**src/rtl/branch_target_unit_pkg.sv**
```systemverilog
// Shared types and helpers for the branch target unit: op encoding and the alignment test.
package branch_target_unit_pkg;

    typedef enum logic [1:0] {
        BTU_JAL    = 2'b00,
        BTU_BRANCH = 2'b01,
        BTU_JALR   = 2'b10,
        BTU_RSVD   = 2'b11
    } btu_op_e;

    localparam int unsigned INSN_BYTES = 4;

    // A compressed-capable core only needs halfword alignment.
    function automatic logic is_misaligned(input logic [1:0] lsb, input logic align_c);
        return align_c ? lsb[0] : (|lsb);
    endfunction

endpackage

```
**src/rtl/branch_target_unit_if.sv**
```systemverilog
// Decode-side request and PC-select-side result bundle of the branch target unit.
interface branch_target_unit_if #(
    parameter int unsigned XLEN = 32
);
    import branch_target_unit_pkg::*;

    logic            flush;
    logic            in_valid;
    logic            in_ready;
    btu_op_e         op;
    logic            is_call;
    logic            is_ret;
    logic [XLEN-1:0] pc;
    logic [XLEN-1:0] rs1;
    logic [XLEN-1:0] immed;
    logic            out_valid;
    logic            out_ready;
    logic [XLEN-1:0] target;
    logic [XLEN-1:0] link_addr;
    logic            misaligned;
    logic            ras_valid;
    logic [XLEN-1:0] ras_pred;
    logic            ras_hit;

    modport master (
        output flush, in_valid, op, is_call, is_ret, pc, rs1, immed, out_ready,
        input  in_ready, out_valid, target, link_addr, misaligned, ras_valid, ras_pred, ras_hit
    );

    modport slave (
        input  flush, in_valid, op, is_call, is_ret, pc, rs1, immed, out_ready,
        output in_ready, out_valid, target, link_addr, misaligned, ras_valid, ras_pred, ras_hit
    );

endinterface

```
**src/rtl/branch_target_unit_ras.sv**
```systemverilog
// Circular return-address stack; a push onto a full stack silently replaces the oldest entry.
module return_addr_stack #(
    parameter int unsigned XLEN      = 32,
    parameter int unsigned RAS_DEPTH = 4
) (
    input  logic            clk,
    input  logic            rst,
    input  logic            push,
    input  logic            pop,
    input  logic [XLEN-1:0] push_data,
    output logic [XLEN-1:0] top,
    output logic            nonempty
);
    localparam int unsigned PW = $clog2(RAS_DEPTH);
    localparam int unsigned CW = $clog2(RAS_DEPTH + 1);

    logic [XLEN-1:0] mem [RAS_DEPTH];
    logic [PW-1:0]   ptr_q, ptr_n, wr_idx;
    logic [CW-1:0]   count_q, count_n;
    logic            do_pop, wr_en;

    assign do_pop = pop && (count_q != '0);

    // Coroutine (pop+push on a non-empty stack) just rewrites the current top in place.
    always_comb begin
        ptr_n   = ptr_q;
        count_n = count_q;
        wr_en   = 1'b0;
        wr_idx  = ptr_q;
        if (push && do_pop) begin
            wr_en = 1'b1;
        end else if (push) begin
            ptr_n  = ptr_q + PW'(1);
            wr_idx = ptr_n;
            wr_en  = 1'b1;
            if (count_q != CW'(RAS_DEPTH)) begin
                count_n = count_q + CW'(1);
            end
        end else if (do_pop) begin
            ptr_n   = ptr_q - PW'(1);
            count_n = count_q - CW'(1);
        end
    end

    always_ff @(posedge clk) begin
        if (rst) begin
            ptr_q   <= '0;
            count_q <= '0;
        end else begin
            ptr_q   <= ptr_n;
            count_q <= count_n;
        end
    end

    always_ff @(posedge clk) begin
        if (wr_en && !rst) begin
            mem[wr_idx] <= push_data;
        end
    end

    assign top      = mem[ptr_q];
    assign nonempty = (count_q != '0);

endmodule

```
**src/rtl/branch_target_unit.sv**
```systemverilog
// Registered JAL/branch/JALR target generator with link address, alignment flag and RAS prediction.
module branch_target_unit
    import branch_target_unit_pkg::*;
#(
    parameter int unsigned XLEN      = 32,
    parameter int unsigned RAS_DEPTH = 4,
    parameter bit          ALIGN_C   = 1'b0
) (
    input  logic                clk,
    input  logic                rst,
    branch_target_unit_if.slave bus
);
    logic            ready_c, accept_c, ras_en_c;
    logic            push_c, pop_c, nonempty_c;
    logic [XLEN-1:0] top_c, target_c, link_c, pred_c;
    logic            mis_c, hit_c;

    logic            valid_q, mis_q, rv_q, hit_q;
    logic [XLEN-1:0] target_q, link_q, pred_q;

    assign ready_c  = !bus.flush && (!valid_q || bus.out_ready);
    assign accept_c = bus.in_valid && ready_c;
    assign ras_en_c = (bus.op != BTU_RSVD);
    assign push_c   = accept_c && ras_en_c && bus.is_call;
    assign pop_c    = accept_c && ras_en_c && bus.is_ret;

    return_addr_stack #(
        .XLEN      (XLEN),
        .RAS_DEPTH (RAS_DEPTH)
    ) u_ras (
        .clk       (clk),
        .rst       (rst),
        .push      (push_c),
        .pop       (pop_c),
        .push_data (link_c),
        .top       (top_c),
        .nonempty  (nonempty_c)
    );

    // Target select and result flags for the request presented this cycle.
    always_comb begin
        link_c = bus.pc + XLEN'(INSN_BYTES);
        unique case (bus.op)
            BTU_JAL, BTU_BRANCH: target_c = bus.pc + bus.immed;
            BTU_JALR:            target_c = (bus.rs1 + bus.immed) & ~XLEN'(1);
            default:             target_c = link_c;
        endcase
        mis_c  = ras_en_c ? is_misaligned(target_c[1:0], ALIGN_C) : 1'b0;
        pred_c = nonempty_c ? top_c : '0;
        hit_c  = nonempty_c && bus.is_ret && (pred_c == target_c);
    end

    // Flush drops the pending result but leaves the data registers untouched.
    always_ff @(posedge clk) begin
        if (rst) begin
            valid_q  <= 1'b0;
            target_q <= '0;
            link_q   <= '0;
            mis_q    <= 1'b0;
            rv_q     <= 1'b0;
            pred_q   <= '0;
            hit_q    <= 1'b0;
        end else if (bus.flush) begin
            valid_q <= 1'b0;
        end else if (accept_c) begin
            valid_q  <= 1'b1;
            target_q <= target_c;
            link_q   <= link_c;
            mis_q    <= mis_c;
            rv_q     <= nonempty_c;
            pred_q   <= pred_c;
            hit_q    <= hit_c;
        end else if (bus.out_ready) begin
            valid_q <= 1'b0;
        end
    end

    assign bus.in_ready   = ready_c;
    assign bus.out_valid  = valid_q;
    assign bus.target     = target_q;
    assign bus.link_addr  = link_q;
    assign bus.misaligned = mis_q;
    assign bus.ras_valid  = rv_q;
    assign bus.ras_pred   = pred_q;
    assign bus.ras_hit    = hit_q;

endmodule
```
**src/flat_wrapper.sv**
```systemverilog
// flat-port wrapper written by rule: the top's interface ports become plain ports
module branch_target_unit_flat import branch_target_unit_pkg::*;
#(
    parameter int unsigned XLEN      = 32,
    parameter int unsigned RAS_DEPTH = 4,
    parameter bit          ALIGN_C   = 1'b0
)
  (clk, rst, bus_flush, bus_in_valid, bus_op, bus_is_call, bus_is_ret, bus_pc, bus_rs1, bus_immed, bus_out_ready, bus_in_ready, bus_out_valid, bus_target, bus_link_addr, bus_misaligned, bus_ras_valid, bus_ras_pred, bus_ras_hit);
  branch_target_unit_if #(.XLEN(XLEN)) bus_i ();
  input  logic clk;
  input  logic rst;
  input wire logic [$bits(bus_i.flush)-1:0] bus_flush;
  input wire logic [$bits(bus_i.in_valid)-1:0] bus_in_valid;
  input wire logic [$bits(bus_i.op)-1:0] bus_op;
  input wire logic [$bits(bus_i.is_call)-1:0] bus_is_call;
  input wire logic [$bits(bus_i.is_ret)-1:0] bus_is_ret;
  input wire logic [$bits(bus_i.pc)-1:0] bus_pc;
  input wire logic [$bits(bus_i.rs1)-1:0] bus_rs1;
  input wire logic [$bits(bus_i.immed)-1:0] bus_immed;
  input wire logic [$bits(bus_i.out_ready)-1:0] bus_out_ready;
  output wire logic [$bits(bus_i.in_ready)-1:0] bus_in_ready;
  output wire logic [$bits(bus_i.out_valid)-1:0] bus_out_valid;
  output wire logic [$bits(bus_i.target)-1:0] bus_target;
  output wire logic [$bits(bus_i.link_addr)-1:0] bus_link_addr;
  output wire logic [$bits(bus_i.misaligned)-1:0] bus_misaligned;
  output wire logic [$bits(bus_i.ras_valid)-1:0] bus_ras_valid;
  output wire logic [$bits(bus_i.ras_pred)-1:0] bus_ras_pred;
  output wire logic [$bits(bus_i.ras_hit)-1:0] bus_ras_hit;
  assign bus_i.flush = bus_flush;
  assign bus_i.in_valid = bus_in_valid;
  assign bus_i.op = bus_op;
  assign bus_i.is_call = bus_is_call;
  assign bus_i.is_ret = bus_is_ret;
  assign bus_i.pc = bus_pc;
  assign bus_i.rs1 = bus_rs1;
  assign bus_i.immed = bus_immed;
  assign bus_i.out_ready = bus_out_ready;
  assign bus_in_ready = bus_i.in_ready;
  assign bus_out_valid = bus_i.out_valid;
  assign bus_target = bus_i.target;
  assign bus_link_addr = bus_i.link_addr;
  assign bus_misaligned = bus_i.misaligned;
  assign bus_ras_valid = bus_i.ras_valid;
  assign bus_ras_pred = bus_i.ras_pred;
  assign bus_ras_hit = bus_i.ras_hit;
  branch_target_unit #(.XLEN(XLEN), .RAS_DEPTH(RAS_DEPTH), .ALIGN_C(ALIGN_C)) u_core (.clk(clk), .rst(rst), .bus(bus_i));
endmodule
```
**config.mk**
```make
export PLATFORM = sky130hd
export DESIGN_NAME = branch_target_unit_flat
export DESIGN_NICKNAME = d
export VERILOG_FILES = /design/src/rtl/branch_target_unit_pkg.sv /design/src/rtl/branch_target_unit_if.sv /design/src/rtl/branch_target_unit_ras.sv /design/src/rtl/branch_target_unit.sv /design/src/flat_wrapper.sv
export SDC_FILE = /design/constraint.sdc
export NUM_CORES = 1
export LEC_CHECK = 0
export CORE_MARGIN = 2
export CORE_UTILIZATION = 27
export DETAILED_ROUTE_END_ITERATION = 16
export MAX_ROUTING_LAYER = met4
export PLACE_DENSITY = 0.57
export RECOVER_POWER = 25
export SLEW_MARGIN = 5
export SYNTH_ARGS = -nofsm -noshare
export SYNTH_HDL_FRONTEND = slang
export SYNTH_SLANG_ARGS = --single-unit
```
**constraint.sdc**
```tcl
create_clock -name clk -period 6.7 [get_ports clk]
set_input_delay 0.67 -clock clk [delete_from_list [all_inputs] [get_ports clk]]
set_output_delay 0.67 -clock clk [all_outputs]
set_load 0.1 [all_outputs]
```
# [Yosys cells after proc, flatten, opt, wreduce, memory -nomap -nowiden]
# Memories as Yosys holds them, arrays and structs flattened. A register that Yosys moved wholly into a read port is not among the register bits.
# Index checks and enable logic that the tools add are counted.
[op_classes] addsub=7 reduce_logical=24 muxes=18 bitwise=2 eq_ne=6
[op_table] operator="adder 32 bit" count=2
[op_table] operator="one-hot mux 32 bit (2 select lines)" count=1
[op_table] operator="adder 32 x 3 -> 32 bit (second input constant)" count=1
[op_table] operator="equality test 32 bit" count=1
[op_table] operator="two-way mux 32 bit" count=1
[op_table] operator="two-way mux 2 bit" count=6
[op_table] operator="logical AND 1 bit" count=10
[op_table] operator="two-way mux 3 bit" count=3
[op_table] operator="two-way mux 1 bit" count=7
[op_table] operator="OR reduction 2 bit" count=3
[op_table] operator="AND reduction 2 bit" count=2
[op_table] operator="nonzero test 2 bit" count=2
[op_table] operator="adder 3 x 1 -> 3 bit (second input constant)" count=1
[op_table] operator="logical NOT 1 bit" count=3
[op_table] operator="inequality test 3 bit (second input constant)" count=1
[op_table] operator="AND reduction 3 bit" count=1
[op_table] operator="nonzero test 3 bit" count=1
[op_table] operator="subtractor 3 x 1 -> 3 bit (second input constant)" count=1
[op_table] operator="adder 2 x 1 -> 2 bit (second input constant)" count=1
[op_table] operator="equality test 2 x 1 -> 1 bit (second input constant)" count=1
[op_table] operator="equality test 2 bit (second input constant)" count=1
[op_table] operator="logical NOT 2 bit" count=1
[op_table] operator="inequality test 2 x 1 -> 1 bit (second input constant)" count=1
[op_table] operator="inequality test 2 bit (second input constant)" count=1
[op_table] operator="3 further kinds" count=4
[word_totals] ram_bits=128 mem_count=1 wordCells=67 ff_bits=105
[mem_list] memory="u_core.u_ras.mem" depth=4 word_bits=32 rd=1 rd_ports_with_merged_regs=1 write_ports=1 line_no="branch_target_unit_ras.sv:17" text="logic [XLEN-1:0] mem [RAS_DEPTH];"

# [Logic depth before layout (Yosys ltp)]
# Gate-level depths: netlist (run 1).
[depth] depth_word=12 mapped_depth=15

# [By module]
# From an unflattened synthesis (run 1), not the netlist that was laid out.
[hier_totals] cells_unflattened=1501 hier_area_um2=14298.7
[modules_own_cells] module="branch_target_unit" instances=1 area_each_um2=9167.5 cells_per_inst=1271
[modules_own_cells] module="return_addr_stack" instances=1 area_each_um2=5131.2 cells_per_inst=230

# [Least setup slack after synthesis (run 1)]
# Ideal clock, no wire load.
[synth_path] path_kind="flip-flop to flip-flop" start="register u_core.valid_q, in the netlist u_core.bus.out_valid" end="memory u_core.u_ras.mem[0][0] (enable)" setup_ns=0.470 arrival_time_ns=5.928 period_less_slack_ns=6.398 setup_slack_ns=0.302 stages_incl_launch_ff=11 path_cell_list="dfxtp_1 > nor2b_1 > nor2_1 > and2_1 > clkbuf_1 > nand3_1 > inv_1 > ha_1 > nand2b_1 > nand3_1 > a211oi_1"
[synth_via] elab_chain_len=12
[synth_lines] item="from (decl)" line_no="branch_target_unit.sv:18" text="logic valid_q, mis_q, rv_q, hit_q;"
[synth_lines] item="from (signal assigned)" line_no="branch_target_unit.sv:56" text="valid_q <= 1'b0;"
[synth_lines] item="from (signal assigned)" line_no="branch_target_unit.sv:64" text="valid_q <= 1'b0;"
[synth_lines] item="from (signal assigned)" line_no="branch_target_unit.sv:66" text="valid_q <= 1'b1;"
[synth_lines] item="logical NOT 1 bit (*)" line_no="branch_target_unit.sv:21" text="assign ready_c = !bus.flush && (!valid_q || bus.out_ready);"
[synth_lines] item="logical OR 1 bit (*)" line_no="branch_target_unit.sv:21"
[synth_lines] item="logical AND 1 bit (*)" line_no="branch_target_unit.sv:21"
[synth_lines] item="net bus_in_ready" line_no="flat_wrapper.sv:21" text="output wire logic [$bits(bus_i.in_ready)-1:0] bus_in_ready;"
[synth_lines] item="logical AND 1 bit (*)" line_no="branch_target_unit.sv:22" text="assign accept_c = bus.in_valid && ready_c;"
[synth_lines] item="logical AND 1 bit (*)" line_no="branch_target_unit.sv:24, branch_target_unit.sv:25"
[synth_lines] item="logical AND 1 bit" line_no="branch_target_unit.sv:25" text="assign pop_c = accept_c && ras_en_c && bus.is_ret;"
[synth_lines] item="logical AND 1 bit" line_no="branch_target_unit_ras.sv:22" text="assign do_pop = pop && (count_q != '0);"
[synth_lines] item="logical AND 1 bit" line_no="branch_target_unit_ras.sv:30" text="if (push && do_pop) begin"
[synth_lines] item="two-way mux 1 bit" line_no="branch_target_unit_ras.sv:30"
[synth_lines] item="logical AND 1 bit" line_no="branch_target_unit_ras.sv:56" text="if (wr_en && !rst) begin"
[synth_lines] item="two-way mux 1 bit" line_no="branch_target_unit_ras.sv:56"
[synth_lines] item="two-way mux 1 bit (implied by the code)" line_no="branch_target_unit_ras.sv:57" text="mem[wr_idx] <= push_data;"
[synth_lines] item="to (decl)" line_no="branch_target_unit_ras.sv:17"
# The timed path passes the listed nets; every way through them passes the cells marked *.

# [Worst setup path in the final report (run 1)]
[layout_path] start="input port bus_pc[2]" end="register u_core.hit_q, in the netlist u_core.bus.ras_hit"
[layout_via] elab_chain_len=4
[layout_lines] item="from (decl)" line_no="flat_wrapper.sv:17" text="input wire logic [$bits(bus_i.pc)-1:0] bus_pc;"
[layout_lines] item="adder 32 x 3 -> 32 bit" line_no="branch_target_unit.sv:42" text="link_c = bus.pc + XLEN'(INSN_BYTES);"
[layout_lines] item="net u_core.link_c[23]" line_no="branch_target_unit.sv:15" text="logic [XLEN-1:0] top_c, target_c, link_c, pred_c;"
[layout_lines] item="one-hot mux 32 bit (2 select lines)" line_no="branch_target_unit.sv:43" text="unique case (bus.op)"
[layout_lines] item="equality test 32 bit" line_no="branch_target_unit.sv:50" text="hit_c = nonempty_c && bus.is_ret && (pred_c == target_c);"
[layout_lines] item="logical AND 1 bit" line_no="branch_target_unit.sv:50"
[layout_lines] item="to (signal assigned)" line_no="branch_target_unit.sv:72" text="hit_q <= hit_c;"
[layout_lines] item="to (decl)" line_no="branch_target_unit.sv:18"
# The timed path passes the listed nets, and every way through them passes these cells.
# A chain may end at the register's enable or synchronous reset.

==> results.json, run 1 <==
{
  "hold_class": "flip-flop to flip-flop",
  "cts_tree": "yes",
  "grt_overflow": 0,
  "die_w_um": 232,
  "syn_nets": 1662,
  "worst-path-max-fanout": 8,
  "syn_area_per_cell_um2": 9.40,
  "cp_cell_sequence": "dlygate4sd3_1, nand4_1, nor4_2, nand2_1, xnor2_1, a21oi_1, and3_1, a211oi_1, xor2_1, nand4_1, or4_1, or4_1, o31ai_1",
  "synth-seq-area-share_pct": 42.8,
  "ys_top_cells_by_area": "edfxtp_1 27%, dfxtp_1 15%, ha_1 5.9%",
  "htree_levels": 1,
  "max_slew_margin_pct": 22.2,
  "grt_pass1_vias": 11700,
  "ys.flop_type": "edfxtp_1",
  "synth_cell_types": 82,
  "yosysWarnings": 0,
  "maxCapViolations": 0,
  "viasPerCell": 5.18,
  "syn_inst": 1488,
  "synth_edf_count": 128,
  "post-dp-hpwl_mm": 37.8,
  "nets": 1825,
  "start_kind": "input port",
  "drt-initial-drc-count": 988,
  "drc": 0,
  "rsz0062_at_grt": "no",
  "core_area_mm2": 0.0513,
  "end_kind": "flip-flop",
  "synth_area_mm2": 0.0140,
  "hold_slack_ps": 452,
  "ios": 206,
  "critPathMaxStageDelay_ps": 760,
  "vias": 12100,
  "worst_path_max_delay_cell": "nor4_2",
  "max_freq_mhz": 193,
  "setup_tns_ps": 0,
  "antenna_left": 0,
  "ctsResizeCount": 0,
  "clk_latency_ps": 510,
  "peakVddDrop_mv": 0.183,
  "post-cts-setup-buffer-count": 0,
  "num-fill-cells": 5308,
  "first_pass_iters": 5,
  "grt_pass1_wl_mm": 72.5,
  "synth_top_area_share_pct": 27.5,
  "row_count": 83,
  "outcome": "finished clean",
  "synth_most_common_cell": "nor2_1",
  "async_reset_ff_share_pct": 0,
  "fin_crit_sh_pct": 77.5,
  "netlist_top_cells_count": "211 x nor2_1, 151 x nand2_1, 136 x a21oi_1",
  "ys_seq_elements": 235,
  "grt_max_degree": 87,
  "cts_buffer_depth": 3,
  "critPathRequiredTime_ps": 7130,
  "worstMarginPinSlew_ps": 1160,
  "grt_usage_pct": 18.3,
  "final_hold_viol_count": 0,
  "drive_above_1_share_pct": 6.37,
  "wire_per_inst_um": 20.8,
  "clkTransAtPathRegs_ps": 70,
  "setup_viol": 0,
  "clock-sinks": 235,
  "cts_buffers": 21,
  "skew_ps": 8.36,
  "start_util_pct": 27.3,
  "routed_wl_mm": 48.8,
  "yosysTopAreaCell": "edfxtp_1",
  "antenna_found_initial": 1,
  "cts_hold_buf": 0,
  "worstPathArrival_ps": 5620,
  "port_buffers": 205,
  "p_per_area_mw_per_mm2": 228,
  "cts_root_buf": "clkbuf_16",
  "die_h_um": 232,
  "area_growth_pct": 24.1,
  "dieArea_mm2": 0.0537,
  "p_leak_uw": 0.00610,
  "gp_congestion": 0.849,
  "fin_util_pct": 33.8,
  "drv_slew": 0,
  "fin_crit_ps": 5190,
  "critPathKind": "input port to flip-flop"
}
## registers in the layout, indices dropped and copies added, names as in the netlist, named ones only
| name | cells |
|---|---|
| u_core.bus.link_addr | 32 |
| u_core.u_ras.count_q | 3 |
| u_core.u_ras.mem | 128 |
| u_core.bus.target | 32 |
| u_core.bus.ras_hit | 1 |
| u_core.bus.ras_valid | 1 |
| u_core.bus.misaligned | 1 |
| u_core.bus.out_valid | 1 |
| u_core.bus.ras_pred | 32 |
| u_core.u_ras.ptr_q | 2 |
## power breakdown
| group | total [uW] | internal (uW) | leakage, uW | switching, uW |
|---|---|---|---|---|
| clock | 1180 | 644 | 0.000335 | 532 |
| sequential | 1590 | 1560 | 0.00203 | 33.0 |
| combinational | 1190 | 384 | 0.00373 | 810 |
| total | 3960 | 2590 | 0.00610 | 1380 |
## per-layer routing
layer  global-route usage [%]  share of wire [%]  wire length, um  vias to the layer above
met4                     4.25                1.9              937                        0
met1                     26.1                 48            23500                     5929
met3                     1.45                5.2             2530                       39
met2                     28.0                 45            21800                      367
li1                         -                  -                -                     5806
met5                        -                  0                0                        -
## critical path: cells and delay by family
kind	cells	cell delay, ps
compound gates	3	750
xor+xnor	2	880
simple gates	7	2600
buf+inv	1	710
## logic make-up after synthesis
logic type,after synthesis,share of synthesized area (%)
DFF,235,42.8
xor gates and xnor gates,94,5.88
AOI/OAI and AO/OA,369,17.2
adders and majority gates,69,6.33
muxes,48,6.31
buffers and inverters,127,3.56
and+or+nand+nor,546,17.9
## cell type report
cell class	instances	area, um^2	area share [%]
repair buffers	220	2160	12.4
well taps	680	851	4.90
clock inverters	12	83.8	0.483
flip-flops and latches	235	5990	34.5
diodes	1	2.50	0.0144
inverters	47	176	1.02
clock buffers	25	582	3.35
multi-input cells	1126	7520	43.3
## per-stage QoR
step                      std cells  cell area [um^2]  total power [uW]  worst slack, ps
final                          2346             17400              3960             1510
after detailed placement       2308             16700              2820             1150
after CTS                      2345             17400              3990             1660
after global routing           2346             17400              4130             1220
after floorplan                1488             14000              2430              302
after global placement         2308             16700              2820             1110
## worst paths after layout
path                                  end  slack (ps)               startpoint  cells past startpoint
setup reg to reg       u_core.bus.ras_hit        2770     u_core.bus.out_valid                     12
hold reg to reg   u_core.bus.link_addr[3]         450  u_core.bus.link_addr[3]                      2
setup / recovery       u_core.bus.ras_hit        1510                bus_pc[2]                     13
hold / removal    u_core.bus.link_addr[3]         450  u_core.bus.link_addr[3]                      2
## cell usage in the layout (no fill, tap or decap), drive strengths merged, types with 4 or more instances in the layout
| cell type | count |
|---|---|
| edfxtp | 128 |
| clkdlybuf4s50 | 185 |
| and3 | 16 |
| o2111ai | 8 |
| nand2 | 151 |
| xnor2 | 50 |
| nand4 | 23 |
| o211ai | 16 |
| a211o | 4 |
| or4 | 6 |
| ha | 66 |
| buf | 17 |
| a31oi | 9 |
| o31ai | 11 |
| o22ai | 9 |
| a211oi | 40 |
| and2 | 10 |
| dlygate4sd3 | 18 |
| dfxtp | 107 |
| o221ai | 7 |
| nand3 | 30 |
| a21o | 14 |
| clkbuf | 25 |
| xor2 | 44 |
| inv | 49 |
| o21bai | 9 |
| clkinv | 7 |
| o21a | 15 |
| nor2 | 211 |
| mux4 | 32 |
| nor3 | 47 |
| nor2b | 10 |
| mux2i | 14 |
| nand2b | 9 |
| a21oi | 136 |
| nor4 | 11 |
| or3 | 7 |
| a41oi | 4 |
| o21ai | 43 |
Power figures use the tool's default switching activity.
==> inputs of run 2 (changes only) <==
==> constraint.sdc (replaced) <==
create_clock -name clk -period 5.2 [get_ports clk]
set_input_delay 0.52 -clock clk [delete_from_list [all_inputs] [get_ports clk]]
set_output_delay 0.52 -clock clk [all_outputs]
set_load 0.1 [all_outputs]
==> run 2 against run 1 <==
  * The run now ends with capacitance limit, slew limit left
  * Clock-buffer cell count rose by 6
  * Combinational power rose by 34%
  * Critical path depth rose by 2
  * Wire length rose by 1.9%
  * Worst hold slack improved by 0.66 ps
  * Via count rose by 1.2%
  * Global-route usage rose by 0.52 points
  * Largest cell class unchanged
==> results.json, run 2 (synthesis results as in run 1) <==
{
  "final_common_cell": "nor2_1",
  "first_pass_iters": 6,
  "drt-initial-drc-count": 1051,
  "post-cts-setup-buffer-count": 0,
  "setup_tns_ps": 0,
  "start_kind": "input port",
  "cts_buffers": 24,
  "grt_usage_pct": 18.8,
  "routed_wl_mm": 49.8,
  "multi_input_area_mm2": 0.00752,
  "antenna_found_initial": 2,
  "outcome": "finished with violations",
  "dieArea_mm2": 0.0537,
  "maxCapViolations": 2,
  "reg2regPathDepth": 8,
  "cts_hold_buf": 0,
  "clk_latency_ps": 520,
  "end_kind": "flip-flop",
  "drv_slew": 166,
  "ff2ff_setup_slack_ps": 1300,
  "mostFrequentLayoutCells": "211 x nor2_1, 199 x clkdlybuf4s50_1, 150 x nand2_1",
  "grt_overflow": 0,
  "htree_levels": 1,
  "fin_util_pct": 34.6,
  "clkTransAtPathRegs_ps": 60,
  "skew_ps": 14.5,
  "antenna_left": 0,
  "violations": "capacitance limit, slew limit",
  "drc": 0,
  "min_from": "u_core.bus.link_addr[1]",
  "viasPerCell": 5.11,
  "rsz0062_at_grt": "no",
  "grt_max_degree": 85,
  "num-fill-cells": 5321,
  "ctsResizeCount": 0,
  "worst_r2r_endpoint": "u_core.bus.target[26]",
  "final_hold_viol_count": 0,
  "hold_class": "flip-flop to flip-flop",
  "critPathRequiredTime_ps": 5630,
  "cts_tree": "yes",
  "peakVddDrop_mv": 0.208,
  "grt_pass1_vias": 12100,
  "critPathKind": "input port to flip-flop",
  "cts_root_buf": "clkbuf_16",
  "clock-sinks": 235,
  "vias": 12300,
  "largest_reg_flops": 128,
  "grt_pass1_wl_mm": 74.8,
  "ios": 206,
  "worstMarginPinSlew_ps": 1780,
  "die_h_um": 232,
  "wire_per_inst_um": 20.7,
  "min_path_cells": 2,
  "largest_register": "u_core.u_ras.mem",
  "p_leak_uw": 0.00628,
  "start_util_pct": 27.3,
  "fin_crit_ps": 4670,
  "core_area_mm2": 0.0513,
  "gp_congestion": 0.885,
  "reg2reg_from": "u_core.bus.out_valid",
  "max_slew_margin_pct": -18.4,
  "p_per_area_mw_per_mm2": 296,
  "drive_above_1_share_pct": 8.19,
  "regArea_mm2": 0.00599,
  "nets": 1878,
  "setup_viol": 0,
  "die_w_um": 232,
  "hold_slack_ps": 452,
  "min_to": "u_core.bus.link_addr[1]",
  "row_count": 83,
  "post-dp-hpwl_mm": 39.0,
  "area_growth_pct": 26.9,
  "port_buffers": 205,
  "worstPathArrival_ps": 5110,
  "worst-path-max-fanout": 8,
  "max_freq_mhz": 214,
  "fin_crit_sh_pct": 89.8,
  "cts_buffer_depth": 3
}
==> run 2: cell types whose count changed in the layout (fill, tap and decap cells not counted), sizes merged <==
| cell | before | now |
|---|---|---|
| clkdlybuf4s50 | 185 | 199 |
| dlygate4sd3 | 18 | 4 |
| clkinvlp | 2 | 3 |
| buf | 17 | 50 |
| bufinv | 1 | 0 |
| inv | 49 | 47 |
| clkinv | 7 | 9 |
| clkbuf | 25 | 48 |
| diode | 1 | 2 |
==> run 2: per-layer routing <==
| metal | global-route usage [%] | vias to the layer above | routed length, um |
|---|---|---|---|
| met3 | 2.41 | 44 | 3260 |
| li1 | - | 5917 | - |
| met5 | - | - | 0 |
| met2 | 28.8 | 383 | 22000 |
| met4 | 4.27 | 0 | 881 |
| met1 | 26.4 | 5944 | 23600 |
==> run 2: cell type report <==
cell class              count  area share, %
multi-input cells        1126           42.4
diodes                      2         0.0282
repair buffers            270           13.9
clock inverters            12          0.367
well taps                 680           4.79
clock buffers              31           3.76
inverters                  47          0.994
flip-flops and latches    235           33.7
==> run 2: through the flow <==
step / setup WS [ps] / instance area, um^2 / power, uW / std cells
detailed placement: 146 / 17100 / 3690 / 2358
finish: 528 / 17700 / 5260 / 2403
global placement: 118 / 17100 / 3690 / 2358
CTS: 671 / 17800 / 5300 / 2401
global route: 329 / 17700 / 5490 / 2403
floorplan: 265 / 14000 / 3140 / 1488
==> run 2: where the power goes <==
| group | switching, uW | internal (uW) |
|---|---|---|
| logic | 1060 | 531 |
| clock network | 705 | 907 |
| registers | 41.0 | 2010 |
==> run 2: critical path, cell delays in order <==
cell,delay [ps]
dlygate4sd3_1,640
nand4_1,360
nor4_1,490
clkbuf_1,370
nand2_1,110
xor2_1,150
clkbuf_1,220
a2111o_1,470
o32ai_1,230
buf_4,200
xor2_1,140
nand4_1,100
or4_1,520
or4_1,400
o31ai_1,180
==> run 2: how the worst max path moves through the flow <==
stage | start | end | slack, ps | cells past startpoint
after floorplan | u_core.bus.out_valid | u_core.u_ras.mem[0][0] | 260 | 10
after global routing | bus_pc[2] | u_core.bus.ras_hit | 330 | 15
after detailed placement | bus_pc[2] | u_core.bus.ras_hit | 150 | 14
final | bus_pc[2] | u_core.bus.ras_hit | 530 | 15
after CTS | bus_pc[2] | u_core.bus.ras_hit | 670 | 14
after global placement | bus_pc[2] | u_core.bus.ras_hit | 120 | 14
==> inputs of run 3 (changes only) <==
--- a/config.mk
+++ b/config.mk
@@ -8,10 +8,10 @@
 export CORE_MARGIN = 2
 export CORE_UTILIZATION = 27
 export DETAILED_ROUTE_END_ITERATION = 16
+export DONT_BUFFER_PORTS = 1
 export MAX_ROUTING_LAYER = met4
-export PLACE_DENSITY = 0.57
+export PLACE_DENSITY = 0.52
 export RECOVER_POWER = 25
-export SLEW_MARGIN = 5
 export SYNTH_ARGS = -nofsm -noshare
 export SYNTH_HDL_FRONTEND = slang
 export SYNTH_SLANG_ARGS = --single-unit
==> run 3 against run 2 <==
  * The run now ends clean
  * Non-clock buffer count down 248
  * Wire length is 0.45% lower
  * Fmax is 9.6% higher
  * Worst setup slack gained 410 ps
  * Utilization is 4.5 points lower
  * Global-route usage decreased by 0.24 points
  * Critical path depth shrank 3
==> results.json, run 3 (synthesis results as in run 1) <==
{
  "post-cts-setup-buffer-count": 0,
  "reg2regPathDepth": 12,
  "nets": 1628,
  "final_hold_viol_count": 0,
  "drt-initial-drc-count": 1000,
  "setup_viol": 0,
  "post-dp-hpwl_mm": 38.5,
  "p_per_area_mw_per_mm2": 321,
  "grt_pass1_wl_mm": 72.5,
  "setup_tns_ps": 0,
  "clock-sinks": 235,
  "hold_class": "input port to flip-flop",
  "clk_latency_ps": 520,
  "mostFrequentLayoutCells": "210 x nor2_1, 150 x nand2_1, 136 x a21oi_1",
  "largest_reg_flops": 128,
  "drc": 0,
  "cts_hold_buf": 0,
  "row_count": 83,
  "antenna_left": 0,
  "port_buffers": 0,
  "routed_wl_mm": 49.5,
  "critPathMostFrequentCell": "or4_1",
  "pre_cts_ws_ps": 527,
  "critPathMaxStageDelay_ps": 1100,
  "max_freq_mhz": 235,
  "cts_buffer_depth": 3,
  "start_util_pct": 27.3,
  "cp_cell_sequence": "nand4_1, nor4_1, nand2_1, nor2_1, xor2_1, a221oi_1, o211ai_1, xnor2_1, a211o_1, or4_1, or4_1, o31ai_1",
  "end_kind": "flip-flop",
  "p_leak_uw": 0.00536,
  "worstMarginPinSlew_ps": 1230,
  "fin_crit_sh_pct": 81.9,
  "die_h_um": 232,
  "ios": 206,
  "p_total_uw": 4960,
  "cts_buffers": 22,
  "area_growth_pct": 10.4,
  "worstPathArrival_ps": 4690,
  "maxCapViolations": 0,
  "rsz0062_at_grt": "no",
  "grt_usage_pct": 18.5,
  "cp.depth": 12,
  "worst_path_max_delay_cell": "nor4_1",
  "gp_congestion": 0.904,
  "peakVddDrop_mv": 0.167,
  "dieArea_mm2": 0.0537,
  "vias": 11500,
  "final_common_cell": "nor2_1",
  "critPathRequiredTime_ps": 5630,
  "worst-path-buf-inv": 0,
  "critPathKind": "input port to flip-flop",
  "start_kind": "input port",
  "skew_ps": 9.38,
  "core_area_mm2": 0.0513,
  "grt_overflow": 0,
  "min_path_cells": 1,
  "cts_tree": "yes",
  "antenna_found_initial": 2,
  "htree_levels": 1,
  "max_slew_margin_pct": 18.1,
  "drive_above_1_share_pct": 7.28,
  "grt_pass1_vias": 11100,
  "wire_per_inst_um": 23.0,
  "fin_ws_ps": 939,
  "fin_crit_ps": 4260,
  "die_w_um": 232,
  "drv_slew": 0,
  "grt_max_degree": 111,
  "outcome": "finished clean",
  "path_delay_family": "simple AND/OR/NAND/NOR gates",
  "first_pass_iters": 5,
  "cts_root_buf": "clkbuf_16",
  "ctsResizeCount": 0,
  "clkTransAtPathRegs_ps": 70,
  "worst-path-max-fanout": 8,
  "largest_register": "u_core.u_ras.mem",
  "viasPerCell": 5.36
}
run 3: cell types whose count changed in the layout (fill, tap and decap cells not counted), sizes merged:
cell	delta
buf	-30
bufinv	+1
clkbuf	-18
clkdlybuf4s50	-199
clkinv	+2
clkinvlp	-2
dlygate4sd3	-4
inv	-1
run 3: per-layer routing:
metal	wire, um	GRT usage [%]
met1	22200	24.9
met2	21700	27.5
met3	4500	4.82
met4	1110	5.13
met5	0	-
run 3: layout make-up:
class | instances | area, um^2
diodes | 2 | 5.00
clock buffers | 28 | 604
clock inverters | 12 | 86.3
fillers | 5382 | 35900
inverters | 47 | 176
multi-input cells | 1126 | 7540
flip-flops and latches | 235 | 5990
well taps | 680 | 851
repair buffers | 22 | 195
run 3: worst paths after layout:
kind	to	startpoint	slack (ps)
max	u_core.bus.ras_hit	bus_pc[2]	940
min reg2reg	flip-flop	u_core.u_ras.ptr_q[0]	550
max reg2reg	u_core.u_ras.mem[1][29]	u_core.bus.out_valid	960
min	u_core.bus.out_valid	bus_flush	70
run 3: stage by stage:
stage	hold slack [ps]	area (um^2)	cells	utilization, %
2_1_floorplan	519	14000	1488	-
3_3_place_gp	528	14800	2110	28.8
3_5_place_dp	540	14800	2110	28.8
4_1_cts	44.9	15500	2150	30.2
5_1_grt	58.2	15400	2152	30.1
6_report	67.6	15400	2152	30.1
run 3: power by group:
part           internal [uW]  total (uW)  leakage, uW  switching [uW]
sequential              2010        2380      0.00203             365
clock                    874        1580     0.000340             706
combinational            368        1000      0.00299             635
total                   3250        4960      0.00536            1710
